--- src/rtl/hazard_stall_unit_if.sv ---
// Pipeline-side bundle of the hazard/stall unit: ID/EX/MEM register fields
// and cache stall inputs in, pipeline-register enables and bubble/branch
// stall controls out. master = pipeline side, slave = hazard_stall_unit.
interface hazard_stall_unit_if;
    logic [4:0] ID_rs1_i;
    logic [4:0] ID_rs2_i;
    logic [6:0] ID_opcode_i;
    logic [4:0] ID_EX_rd_i;
    logic [6:0] ID_EX_opcode_i;
    logic       EX_load_regfile_i;
    logic [4:0] EX_MEM_rd_i;
    logic [6:0] EX_MEM_opcode_i;
    logic       MEM_load_regfile_i;
    logic       imem_stall_i;
    logic       dmem_stall_i;
    logic       load_pc_o;
    logic       load_if_id_o;
    logic       load_id_ex_o;
    logic       load_ex_mem_o;
    logic       load_mem_wb_o;
    logic       ID_HD_controlmux_sel_o;
    logic       stall_br_haz1_o;
    logic       stall_br_haz2_o;

    modport master (
        output ID_rs1_i, ID_rs2_i, ID_opcode_i, ID_EX_rd_i, ID_EX_opcode_i,
               EX_load_regfile_i, EX_MEM_rd_i, EX_MEM_opcode_i,
               MEM_load_regfile_i, imem_stall_i, dmem_stall_i,
        input  load_pc_o, load_if_id_o, load_id_ex_o, load_ex_mem_o,
               load_mem_wb_o, ID_HD_controlmux_sel_o, stall_br_haz1_o,
               stall_br_haz2_o
    );

    modport slave (
        input  ID_rs1_i, ID_rs2_i, ID_opcode_i, ID_EX_rd_i, ID_EX_opcode_i,
               EX_load_regfile_i, EX_MEM_rd_i, EX_MEM_opcode_i,
               MEM_load_regfile_i, imem_stall_i, dmem_stall_i,
        output load_pc_o, load_if_id_o, load_id_ex_o, load_ex_mem_o,
               load_mem_wb_o, ID_HD_controlmux_sel_o, stall_br_haz1_o,
               stall_br_haz2_o
    );
endinterface

--- src/rtl/hazard_stall_unit.sv ---
// Hazard / stall unit: detects load-use and decode-stage branch operand
// hazards, inserts ID/EX bubbles, gates pipeline-register enables and
// freezes the pipeline while either cache stalls.
// Optional build macro HAZARD_PERF_CNT_EN adds three saturating
// performance counters (load-use stalls, branch stalls, freeze cycles).
//
// state | meaning
// RUN   | normal issue; hazards are detected on the ID instruction
// BR1   | second bubble of a load->branch stall; no re-detection
module hazard_stall_unit #(
    parameter int CNT_WIDTH = 32
) (
    input  logic                 clk,
    input  logic                 rst,
    hazard_stall_unit_if.slave   hsu
`ifdef HAZARD_PERF_CNT_EN
    ,
    output logic [CNT_WIDTH-1:0] stalls_lu_o,
    output logic [CNT_WIDTH-1:0] stalls_br_o,
    output logic [CNT_WIDTH-1:0] freeze_cycles_o
`endif
);

    localparam logic [6:0] OP_LUI   = 7'b0110111;
    localparam logic [6:0] OP_AUIPC = 7'b0010111;
    localparam logic [6:0] OP_JAL   = 7'b1101111;
    localparam logic [6:0] OP_JALR  = 7'b1100111;
    localparam logic [6:0] OP_BR    = 7'b1100011;
    localparam logic [6:0] OP_LOAD  = 7'b0000011;
    localparam logic [6:0] OP_STORE = 7'b0100011;
    localparam logic [6:0] OP_REG   = 7'b0110011;

    typedef enum logic {RUN = 1'b0, BR1 = 1'b1} state_t;

    state_t state_q, state_d;

    logic freeze;
    logic uses_rs1, uses_rs2, is_br;
    logic match_ex, match_mem;
    logic lu_haz, br1_haz, br2_haz;
    logic bubble;

    // Hazard detection on the instruction currently in ID
    always_comb begin
        freeze   = hsu.imem_stall_i | hsu.dmem_stall_i;
        uses_rs2 = (hsu.ID_opcode_i == OP_BR) || (hsu.ID_opcode_i == OP_STORE) ||
                   (hsu.ID_opcode_i == OP_REG);
        uses_rs1 = !((hsu.ID_opcode_i == OP_LUI) || (hsu.ID_opcode_i == OP_AUIPC) ||
                     (hsu.ID_opcode_i == OP_JAL));
        is_br    = (hsu.ID_opcode_i == OP_BR) || (hsu.ID_opcode_i == OP_JALR);

        match_ex  = (hsu.ID_EX_rd_i != 5'd0) &&
                    ((uses_rs1 && (hsu.ID_rs1_i == hsu.ID_EX_rd_i)) ||
                     (uses_rs2 && (hsu.ID_rs2_i == hsu.ID_EX_rd_i)));
        match_mem = (hsu.EX_MEM_rd_i != 5'd0) &&
                    ((uses_rs1 && (hsu.ID_rs1_i == hsu.EX_MEM_rd_i)) ||
                     (uses_rs2 && (hsu.ID_rs2_i == hsu.EX_MEM_rd_i)));

        lu_haz  = !is_br && (hsu.ID_EX_opcode_i == OP_LOAD) && match_ex;
        br2_haz =  is_br && (hsu.ID_EX_opcode_i == OP_LOAD) && match_ex;
        // A load still in MEM only blocks a branch; ALU results in MEM are
        // already forwardable into decode.
        br1_haz =  is_br && !br2_haz &&
                   ((hsu.EX_load_regfile_i && match_ex) ||
                    ((hsu.EX_MEM_opcode_i == OP_LOAD) && hsu.MEM_load_regfile_i &&
                     match_mem));
    end

    // State register
    always_ff @(posedge clk or posedge rst) begin
        if (rst) state_q <= RUN;
        else     state_q <= state_d;
    end

    // Next-state logic; a frozen pipeline holds its stall position
    always_comb begin
        state_d = state_q;
        if (!freeze) begin
            case (state_q)
                RUN:     if (br2_haz) state_d = BR1;
                BR1:     state_d = RUN;
                default: state_d = RUN;
            endcase
        end
    end

    // Output logic: bubble decision, then freeze and reset overrides
    always_comb begin
        bubble                     = 1'b0;
        hsu.stall_br_haz1_o        = 1'b0;
        hsu.stall_br_haz2_o        = 1'b0;
        hsu.load_pc_o              = 1'b1;
        hsu.load_if_id_o           = 1'b1;
        hsu.load_id_ex_o           = 1'b1;
        hsu.load_ex_mem_o          = 1'b1;
        hsu.load_mem_wb_o          = 1'b1;
        hsu.ID_HD_controlmux_sel_o = 1'b0;

        case (state_q)
            RUN: begin
                if (br2_haz) begin
                    bubble              = 1'b1;
                    hsu.stall_br_haz2_o = 1'b1;
                end else if (lu_haz || br1_haz) begin
                    bubble              = 1'b1;
                    hsu.stall_br_haz1_o = br1_haz;
                end
            end
            BR1: begin
                bubble              = 1'b1;
                hsu.stall_br_haz1_o = 1'b1;
            end
            default: ;
        endcase

        if (bubble) begin
            hsu.load_pc_o              = 1'b0;
            hsu.load_if_id_o           = 1'b0;
            hsu.ID_HD_controlmux_sel_o = 1'b1;
        end

        // Stall flags survive a freeze so forwarding stays suppressed.
        if (freeze) begin
            hsu.load_pc_o              = 1'b0;
            hsu.load_if_id_o           = 1'b0;
            hsu.load_id_ex_o           = 1'b0;
            hsu.load_ex_mem_o          = 1'b0;
            hsu.load_mem_wb_o          = 1'b0;
            hsu.ID_HD_controlmux_sel_o = 1'b0;
        end

        if (rst) begin
            hsu.load_pc_o              = 1'b0;
            hsu.load_if_id_o           = 1'b0;
            hsu.load_id_ex_o           = 1'b0;
            hsu.load_ex_mem_o          = 1'b0;
            hsu.load_mem_wb_o          = 1'b0;
            hsu.ID_HD_controlmux_sel_o = 1'b0;
            hsu.stall_br_haz1_o        = 1'b0;
            hsu.stall_br_haz2_o        = 1'b0;
        end
    end

`ifdef HAZARD_PERF_CNT_EN
    localparam logic [CNT_WIDTH-1:0] CNT_ONE = {{(CNT_WIDTH-1){1'b0}}, 1'b1};
    localparam logic [CNT_WIDTH-1:0] CNT_MAX = {CNT_WIDTH{1'b1}};

    logic [CNT_WIDTH-1:0] stalls_lu_q, stalls_lu_d;
    logic [CNT_WIDTH-1:0] stalls_br_q, stalls_br_d;
    logic [CNT_WIDTH-1:0] freeze_cycles_q, freeze_cycles_d;
    logic                 inc_lu, inc_br;

    // Saturating event counters; frozen bubbles are not counted as stalls
    always_comb begin
        inc_lu = !freeze && (state_q == RUN) && lu_haz;
        inc_br = !freeze && ((state_q == BR1) || ((state_q == RUN) && (br1_haz || br2_haz)));

        stalls_lu_d     = stalls_lu_q;
        stalls_br_d     = stalls_br_q;
        freeze_cycles_d = freeze_cycles_q;
        if (inc_lu && (stalls_lu_q != CNT_MAX))         stalls_lu_d     = stalls_lu_q + CNT_ONE;
        if (inc_br && (stalls_br_q != CNT_MAX))         stalls_br_d     = stalls_br_q + CNT_ONE;
        if (freeze && (freeze_cycles_q != CNT_MAX))     freeze_cycles_d = freeze_cycles_q + CNT_ONE;
    end

    // Counter registers
    always_ff @(posedge clk or posedge rst) begin
        if (rst) begin
            stalls_lu_q     <= '0;
            stalls_br_q     <= '0;
            freeze_cycles_q <= '0;
        end else begin
            stalls_lu_q     <= stalls_lu_d;
            stalls_br_q     <= stalls_br_d;
            freeze_cycles_q <= freeze_cycles_d;
        end
    end

    assign stalls_lu_o     = stalls_lu_q;
    assign stalls_br_o     = stalls_br_q;
    assign freeze_cycles_o = freeze_cycles_q;
`else
    // Counters compiled out; the width parameter stays so instantiations
    // are identical in both builds.
    if (CNT_WIDTH < 1) begin : g_cnt_width_unused
    end
`endif

endmodule
--- src/flat_wrapper.sv ---
// flat-port wrapper written by rule: the top's interface ports become plain ports
module hazard_stall_unit_flat 
#(
    parameter int CNT_WIDTH = 32
)
  (clk, rst, hsu_ID_rs1_i, hsu_ID_rs2_i, hsu_ID_opcode_i, hsu_ID_EX_rd_i, hsu_ID_EX_opcode_i, hsu_EX_load_regfile_i, hsu_EX_MEM_rd_i, hsu_EX_MEM_opcode_i, hsu_MEM_load_regfile_i, hsu_imem_stall_i, hsu_dmem_stall_i, hsu_load_pc_o, hsu_load_if_id_o, hsu_load_id_ex_o, hsu_load_ex_mem_o, hsu_load_mem_wb_o, hsu_ID_HD_controlmux_sel_o, hsu_stall_br_haz1_o, hsu_stall_br_haz2_o);
  hazard_stall_unit_if hsu_i ();
  input  logic clk;
  input  logic rst;
  input wire logic [$bits(hsu_i.ID_rs1_i)-1:0] hsu_ID_rs1_i;
  input wire logic [$bits(hsu_i.ID_rs2_i)-1:0] hsu_ID_rs2_i;
  input wire logic [$bits(hsu_i.ID_opcode_i)-1:0] hsu_ID_opcode_i;
  input wire logic [$bits(hsu_i.ID_EX_rd_i)-1:0] hsu_ID_EX_rd_i;
  input wire logic [$bits(hsu_i.ID_EX_opcode_i)-1:0] hsu_ID_EX_opcode_i;
  input wire logic [$bits(hsu_i.EX_load_regfile_i)-1:0] hsu_EX_load_regfile_i;
  input wire logic [$bits(hsu_i.EX_MEM_rd_i)-1:0] hsu_EX_MEM_rd_i;
  input wire logic [$bits(hsu_i.EX_MEM_opcode_i)-1:0] hsu_EX_MEM_opcode_i;
  input wire logic [$bits(hsu_i.MEM_load_regfile_i)-1:0] hsu_MEM_load_regfile_i;
  input wire logic [$bits(hsu_i.imem_stall_i)-1:0] hsu_imem_stall_i;
  input wire logic [$bits(hsu_i.dmem_stall_i)-1:0] hsu_dmem_stall_i;
  output wire logic [$bits(hsu_i.load_pc_o)-1:0] hsu_load_pc_o;
  output wire logic [$bits(hsu_i.load_if_id_o)-1:0] hsu_load_if_id_o;
  output wire logic [$bits(hsu_i.load_id_ex_o)-1:0] hsu_load_id_ex_o;
  output wire logic [$bits(hsu_i.load_ex_mem_o)-1:0] hsu_load_ex_mem_o;
  output wire logic [$bits(hsu_i.load_mem_wb_o)-1:0] hsu_load_mem_wb_o;
  output wire logic [$bits(hsu_i.ID_HD_controlmux_sel_o)-1:0] hsu_ID_HD_controlmux_sel_o;
  output wire logic [$bits(hsu_i.stall_br_haz1_o)-1:0] hsu_stall_br_haz1_o;
  output wire logic [$bits(hsu_i.stall_br_haz2_o)-1:0] hsu_stall_br_haz2_o;
  assign hsu_i.ID_rs1_i = hsu_ID_rs1_i;
  assign hsu_i.ID_rs2_i = hsu_ID_rs2_i;
  assign hsu_i.ID_opcode_i = hsu_ID_opcode_i;
  assign hsu_i.ID_EX_rd_i = hsu_ID_EX_rd_i;
  assign hsu_i.ID_EX_opcode_i = hsu_ID_EX_opcode_i;
  assign hsu_i.EX_load_regfile_i = hsu_EX_load_regfile_i;
  assign hsu_i.EX_MEM_rd_i = hsu_EX_MEM_rd_i;
  assign hsu_i.EX_MEM_opcode_i = hsu_EX_MEM_opcode_i;
  assign hsu_i.MEM_load_regfile_i = hsu_MEM_load_regfile_i;
  assign hsu_i.imem_stall_i = hsu_imem_stall_i;
  assign hsu_i.dmem_stall_i = hsu_dmem_stall_i;
  assign hsu_load_pc_o = hsu_i.load_pc_o;
  assign hsu_load_if_id_o = hsu_i.load_if_id_o;
  assign hsu_load_id_ex_o = hsu_i.load_id_ex_o;
  assign hsu_load_ex_mem_o = hsu_i.load_ex_mem_o;
  assign hsu_load_mem_wb_o = hsu_i.load_mem_wb_o;
  assign hsu_ID_HD_controlmux_sel_o = hsu_i.ID_HD_controlmux_sel_o;
  assign hsu_stall_br_haz1_o = hsu_i.stall_br_haz1_o;
  assign hsu_stall_br_haz2_o = hsu_i.stall_br_haz2_o;
  hazard_stall_unit #(.CNT_WIDTH(CNT_WIDTH)) u_core (.clk(clk), .rst(rst), .hsu(hsu_i));
endmodule
--- config.mk ---
export PLATFORM = sky130hd
export DESIGN_NAME = hazard_stall_unit_flat
export DESIGN_NICKNAME = d
export VERILOG_FILES = /design/src/rtl/hazard_stall_unit_if.sv /design/src/rtl/hazard_stall_unit.sv /design/src/flat_wrapper.sv
export SDC_FILE = /design/constraint.sdc
export NUM_CORES = 1
export LEC_CHECK = 0
export BUFFER_PORTS_ARGS = -buffer_cell sky130_fd_sc_hd__buf_4
export CAP_MARGIN = 20
export CORE_MARGIN = 3
export CORE_UTILIZATION = 36
export DETAILED_ROUTE_END_ITERATION = 10
export HOLD_SLACK_MARGIN = 0.05
export PLACE_DENSITY = 0.95
export RECOVER_POWER = 25
export SLEW_MARGIN = 20
export SYNTH_ARGS = -nofsm -noshare
export SYNTH_HDL_FRONTEND = slang
export SYNTH_SLANG_ARGS = --single-unit
export TNS_END_PERCENT = 1
--- constraint.sdc ---
create_clock -name clk -period 4.6 [get_ports clk]
set_input_delay 0.46 -clock clk [delete_from_list [all_inputs] [get_ports clk]]
set_output_delay 0.46 -clock clk [all_outputs]
set_load 0.005 [all_outputs]
==> flow_metrics.tcl, run 1 <==
set metrics [dict create \
    status "completed" \
    drive_gt1_frac 0.4958 \
    cp_common_cell "buf_4" \
    gp_congestion 0.7930 \
    diodes 0 \
    yosysUniqueCellTypes 27 \
    regMostFlops "u_core.state_q" \
    cts_hold_buf 0 \
    synth-edff-count 0 \
    io_pins 55 \
    swShare 0.3356 \
    ir_worst_vdd_mv 0.05058 \
    finalSetupViolCount 0 \
    fin_crit_ps 2409 \
    reg_top3 "u_core.state_q x1" \
    synthAdderAreaFrac 0 \
    final_cell_mix "53 x buf_4, 12 x xor2_1, 9 x nor3_1" \
    synth-seq-cells 1 \
    comb_power_share 0.877 \
    hold_class "input port to async pin" \
    worstReg2RegStart "u_core.state_q$_DFFE_PP0N_" \
    final_max_slew_viol_count 0 \
    worstPathCellList "buf_4, nand4b_1, a211oi_1, nand4_1, a21oi_2, nand2_1, nor3_1, buf_4" \
    die_x_um 43.33 \
    syn_nets 115 \
    cap_viol_max_count 0 \
    slew_headroom 0.6477 \
    rows 12 \
    final_common_cell "buf_4" \
    dpl-instance-area_um2 902.1 \
    vias 690 \
    cts.repair.resized 0 \
    syn_inst 68 \
    muxShareOfSynthArea 0 \
    synth-simple-area-share 0.3541 \
    yosys.area.top_type_share 0.2095 \
    grt_pass1_vias 688 \
    p_total_uw 72.54 \
    critPathTopFamily "simple AND/OR/NAND/NOR gates" \
    synth_xor_area_frac 0.3491 \
    die_area_mm2 0.001877 \
    seqPwrFrac 0.123 \
    drtAntennaViolNets 0 \
    grt_first_pass_wirelength_um 2691 \
    rsz0062_at_grt "false" \
    ys_seq_area_frac 0.04988 \
    dpl.hpwl_um 1591 \
    grt_remaining_overflow 0 \
    startpoint "hsu_ID_opcode_i[3]" \
    synth_compound_area_frac 0.1870 \
    path_buf_inv 2 \
    nets 168 \
    tns_ps 0 \
    die-height_um 43.33 \
    syn-cell-area_um2 501.7 \
    dr.first_iter.drc_count 4 \
    power_switching_uw 24.35 \
    fmax_mhz 415.1 \
    path_class "input port to output port" \
    core_mm2 0.001201 \
    syn_area_per_cell_um2 7.378 \
    crit_arrival_ps 1950 \
    postLayoutCellArea_um2 898.4 \
    num-fill-cells 106 \
    cpPeakStageDelay_ps 270 \
    insertion_delay_ps 0 \
    largest_reg_flops 1 \
    seq_area_um2 25.02 \
    p_leak_uw 0.0004117 \
    multi_input_area_um2 446.7 \
    synth_area_leaders "xor2_1 21%, xnor2_1 14%, nor3_1 9.0%" \
    p_clk_frac 0 \
    wl_per_cell_um 12.66 \
    grt_max_degree 6 \
    cpMaxStageDelayCell "a211oi_1" \
    worst_pin_slew_ps 524.5 \
    post-cts-setup-buffers 0 \
    yosysWarnings 0 \
    yosys_most_used_dff "dfrtp_1" \
    viasPerCell 5.188 \
    ys_async_sr_fraction 1.000 \
    final-hold-violation-count 0 \
    synth_top_family_by_area "simple AND/OR/NAND/NOR gates" \
    grt_usage 0.1727 \
    p_int_uw 48.19 \
    cp-end-kind "output port" \
    cp.required_ps 4140 \
    cts.clk_slew.worst_paths_ps 0 \
    synthToLayoutAreaGrowth_pct 79.05 \
    synth_top_area_cell "xor2_1" \
    p_per_area_mw_per_mm2 80.75 \
    portBuffers 54 \
    drc_errors 0 \
    finalClockSkew_ps 0 \
    startpoint_type "input port" \
    finalCritPeriodShare 0.5238 \
    start_util 0.4177 \
    antenna_found_initial 0 \
    wl_um 1684 \
    crit_path_max_fanout 3 \
    firstDrtPassIters 4 \
    final_util 0.7479 \
]
power by group through the flow:
stage	combinational (uW)	clock [uW]	sequential, uW
after floorplan	21.7	0	8.96
after global placement	62.2	0	8.96
after detailed placement	64.3	0	8.96
after CTS	64.4	0	8.96
after global routing	69.3	0	8.96
final	63.6	0	8.96
worst register-to-register path, cell delays in order, from the launching register on:
cell,delay (ps)
dfrtp_1,380
inv_1,110
nand4_1,80
o21ai_0,90
cell usage after synthesis, types with 2 or more instances:
master	count
xnor2_1	8
nand4_1	4
and4b_1	2
a21oi_2	3
nor2_1	3
nor3b_1	2
nand2_1	4
inv_1	2
nor3_1	9
xor2_1	12
buf_4	3
cell type report:
class                      instances  area share
timing repair buffer              54      0.4471
tap                               14     0.01950
multi-input combinational         62      0.4972
inverter                           2    0.008357
sequential                         1     0.02786
per-stage QoR:
step           instances  worst slack [ps]  hold WS (ps)
2_1_floorplan         68              2475         188.7
3_5_place_dp         133              2223         334.7
4_1_cts              133              2214         334.7
5_1_grt              133              2064         371.4
6_report             133              2191         347.0
3_3_place_gp         133              2291         327.6
cells by family (layout without fill, tap and decap cells):
kind of cell              Yosys count  in the layout
buffers and inverters               5             56
and+or+nand+nor                    30             30
AOI/OAI and AO/OA                  12             12
xor gates and xnor gates           20             20
DFF                                 1              1
per-layer routing:
layer,share of wire,up-vias,track usage
li1,-,352,-
met1,0.37,297,0.1847
met2,0.53,37,0.3658
met3,0.084,4,0.004149
met4,0.014,0,0.03012
met5,0,-,0
path summary, 6_finish.rpt:
kind                       slack [ps]  depth (start not counted)                    endpoint
setup / recovery                 2190                          8         hsu_stall_br_haz2_o
hold / removal                    350                          2  u_core.state_q$_DFFE_PP0N_
setup reg to reg                 3870                          3  u_core.state_q$_DFFE_PP0N_
hold reg to reg                   630                          3  u_core.state_q$_DFFE_PP0N_
max in group asynchronous        4160                          2  u_core.state_q$_DFFE_PP0N_
min in group clk                  630                          3  u_core.state_q$_DFFE_PP0N_
Note: power is estimated with default switching activity, not from simulation.
==> run 2, diff against run 1 <==
ABC_AREA = 1   (was unset)
CORE_UTILIZATION = 32   (was 36)
PLACE_DENSITY = 0.86   (was 0.95)
clock period = 2.2 ns   (was 4.6 ns; I/O delays follow)
==> flow_metrics.tcl, run 2 <==
set metrics [dict create \
    final-hold-violation-count 0 \
    cts_hold_buf 0 \
    yosys.area.top_type_share 0.1552 \
    largest_reg_flops 1 \
    grt_usage 0.1467 \
    rows 14 \
    p_total_uw 178.6 \
    gp_congestion 0.8321 \
    portBuffers 54 \
    tns_ps 0 \
    wl_um 1853 \
    seqPwrFrac 0.123 \
    nets 197 \
    comb_power_share 0.877 \
    worst_pin_slew_ps 329.4 \
    io_pins 55 \
    status "completed" \
    yosys_most_used_dff "dfrtp_1" \
    swShare 0.3690 \
    yosysWarnings 0 \
    worstReg2RegStart "u_core.state_q$_DFFE_PP0N_" \
    syn-cell-area_um2 564.3 \
    num-fill-cells 163 \
    syn_inst 97 \
    grt_max_degree 5 \
    dr.first_iter.drc_count 6 \
    post-place-ws_ps 569.8 \
    startpoint_type "input port" \
    synth_area_leaders "xnor2_1 16%, nand2_1 15%, xor2_1 14%" \
    crit_arrival_ps 1420 \
    antenna_found_initial 0 \
    vias 780 \
    hold_class "input port to async pin" \
    path_class "input port to output port" \
    ys_async_sr_fraction 1.000 \
    fmax_mhz 609.6 \
    synth-seq-cells 1 \
    yosysUniqueCellTypes 20 \
    finalClockSkew_ps 0 \
    cts.clk_slew.worst_paths_ps 0 \
    slew_headroom 0.7787 \
    synthToLayoutAreaGrowth_pct 70.73 \
    syn_nets 144 \
    fin_crit_ps 1640 \
    worstRegToRegCells 4 \
    ys_seq_area_frac 0.04435 \
    finalCritPeriodShare 0.7456 \
    cp.required_ps 1980 \
    synth-edff-count 0 \
    grt_remaining_overflow 0 \
    ys_top_cells_by_count "23 x nand2_1, 17 x nor2_1, 10 x xnor2_1, 9 x nand3_1, 9 x xor2_1" \
    finalWorstSetupSlack_ps 559.6 \
    regToRegSetupSlack_ps 1240 \
    postLayoutCellArea_um2 963.4 \
    regMostFlops "u_core.state_q" \
    startpoint "hsu_ID_opcode_i[2]" \
    drtAntennaViolNets 0 \
    p_per_area_mw_per_mm2 185.3 \
    start_util 0.3579 \
    stdcell_count 164 \
    syn_area_per_cell_um2 5.817 \
    core_mm2 0.001577 \
    dp_cells 164 \
    cap_viol_max_count 0 \
    cp-end-kind "output port" \
    ir_worst_vdd_mv 0.08946 \
    die_x_um 47.99 \
    r2r_end "u_core.state_q$_DFFE_PP0N_" \
    rsz0062_at_grt "false" \
    viasPerCell 4.756 \
    grt_pass1_vias 707 \
    cts.repair.resized 0 \
    die-height_um 47.99 \
    diodes 0 \
    synth_top_area_cell "xnor2_1" \
    grt_first_pass_wirelength_um 2504 \
    crit_path_max_fanout 3 \
    post-cts-setup-buffers 0 \
    drc_errors 0 \
    drive_gt1_frac 0.4122 \
    p_leak_uw 0.0005119 \
    finalSetupViolCount 0 \
    synth.most_common_cell "nand2_1" \
    wl_per_cell_um 11.30 \
    final_max_slew_viol_count 0 \
    p_clk_frac 0 \
    final_cell_mix "52 x buf_4, 23 x nand2_1, 17 x nor2_1" \
    die_area_mm2 0.002303 \
    p_int_uw 112.7 \
    dpl-instance-area_um2 967.2 \
    final_common_cell "buf_4" \
    power_switching_uw 65.89 \
    reg_top3 "u_core.state_q x1" \
    firstDrtPassIters 4 \
    dpl.hpwl_um 1709 \
    insertion_delay_ps 0 \
]
run 2: final cells by class:
cell class | instances | area (um2) | share of cell area
Multi-Input combinational cell | 84 | 483.0 | 0.5013
Timing Repair Buffer | 54 | 401.6 | 0.4169
Inverter | 9 | 33.78 | 0.03506
Sequential cell | 1 | 25.02 | 0.02597
Tap cell | 16 | 20.02 | 0.02078
run 2: how the worst max path moves through the flow:
stage,endpoint,slack (ps),depth (start not counted)
after CTS,hsu_stall_br_haz2_o,560,11
after global placement,hsu_stall_br_haz2_o,630,11
final,hsu_stall_br_haz2_o,560,11
after floorplan,hsu_load_pc_o,860,12
after global routing,hsu_load_if_id_o,420,13
after detailed placement,hsu_stall_br_haz2_o,570,11
run 2: kinds of logic after synthesis:
family	share of synthesized area
buffers and inverters	0.09977
DFF	0.04434
and+or+nand+nor	0.5144
xor gates and xnor gates	0.2949
AOI/OAI and AO/OA	0.04657
run 2: power groups by stage:
stage | sequential [uW] | combinational (uW) | clock, uW
after global placement | 21.7 | 154 | 0
after CTS | 21.8 | 158 | 0
after floorplan | 21.6 | 63.8 | 0
after global routing | 22.2 | 172 | 0
after detailed placement | 21.8 | 158 | 0
final | 21.9 | 157 | 0
run 2: critical path: stages:
cell	delay [ps]
buf_4	110
inv_1	70
nand2_1	50
nand3b_1	170
nor2_1	120
nand2_1	70
nand2_2	80
nand3_2	80
or2_4	250
nor2_1	90
buf_4	110
run 2: through the flow:
stage               hold slack (ps)    util
floorplan                    -42.95       -
global placement              88.48  0.6135
detailed placement            93.12  0.6135
CTS                           93.12  0.6135
global route                  110.0  0.6111
finish                        83.46  0.6111
run 2: metal layers:
| layer | up-vias | global-route usage | share of wire |
|---|---|---|---|
| met1 | 335 | 0.1528 | 0.32 |
| met2 | 35 | 0.2929 | 0.56 |
| met5 | - | 0 | 0 |
| met3 | 6 | 0.003759 | 0.086 |
| met4 | 0 | 0.06989 | 0.034 |
| li1 | 404 | - | - |
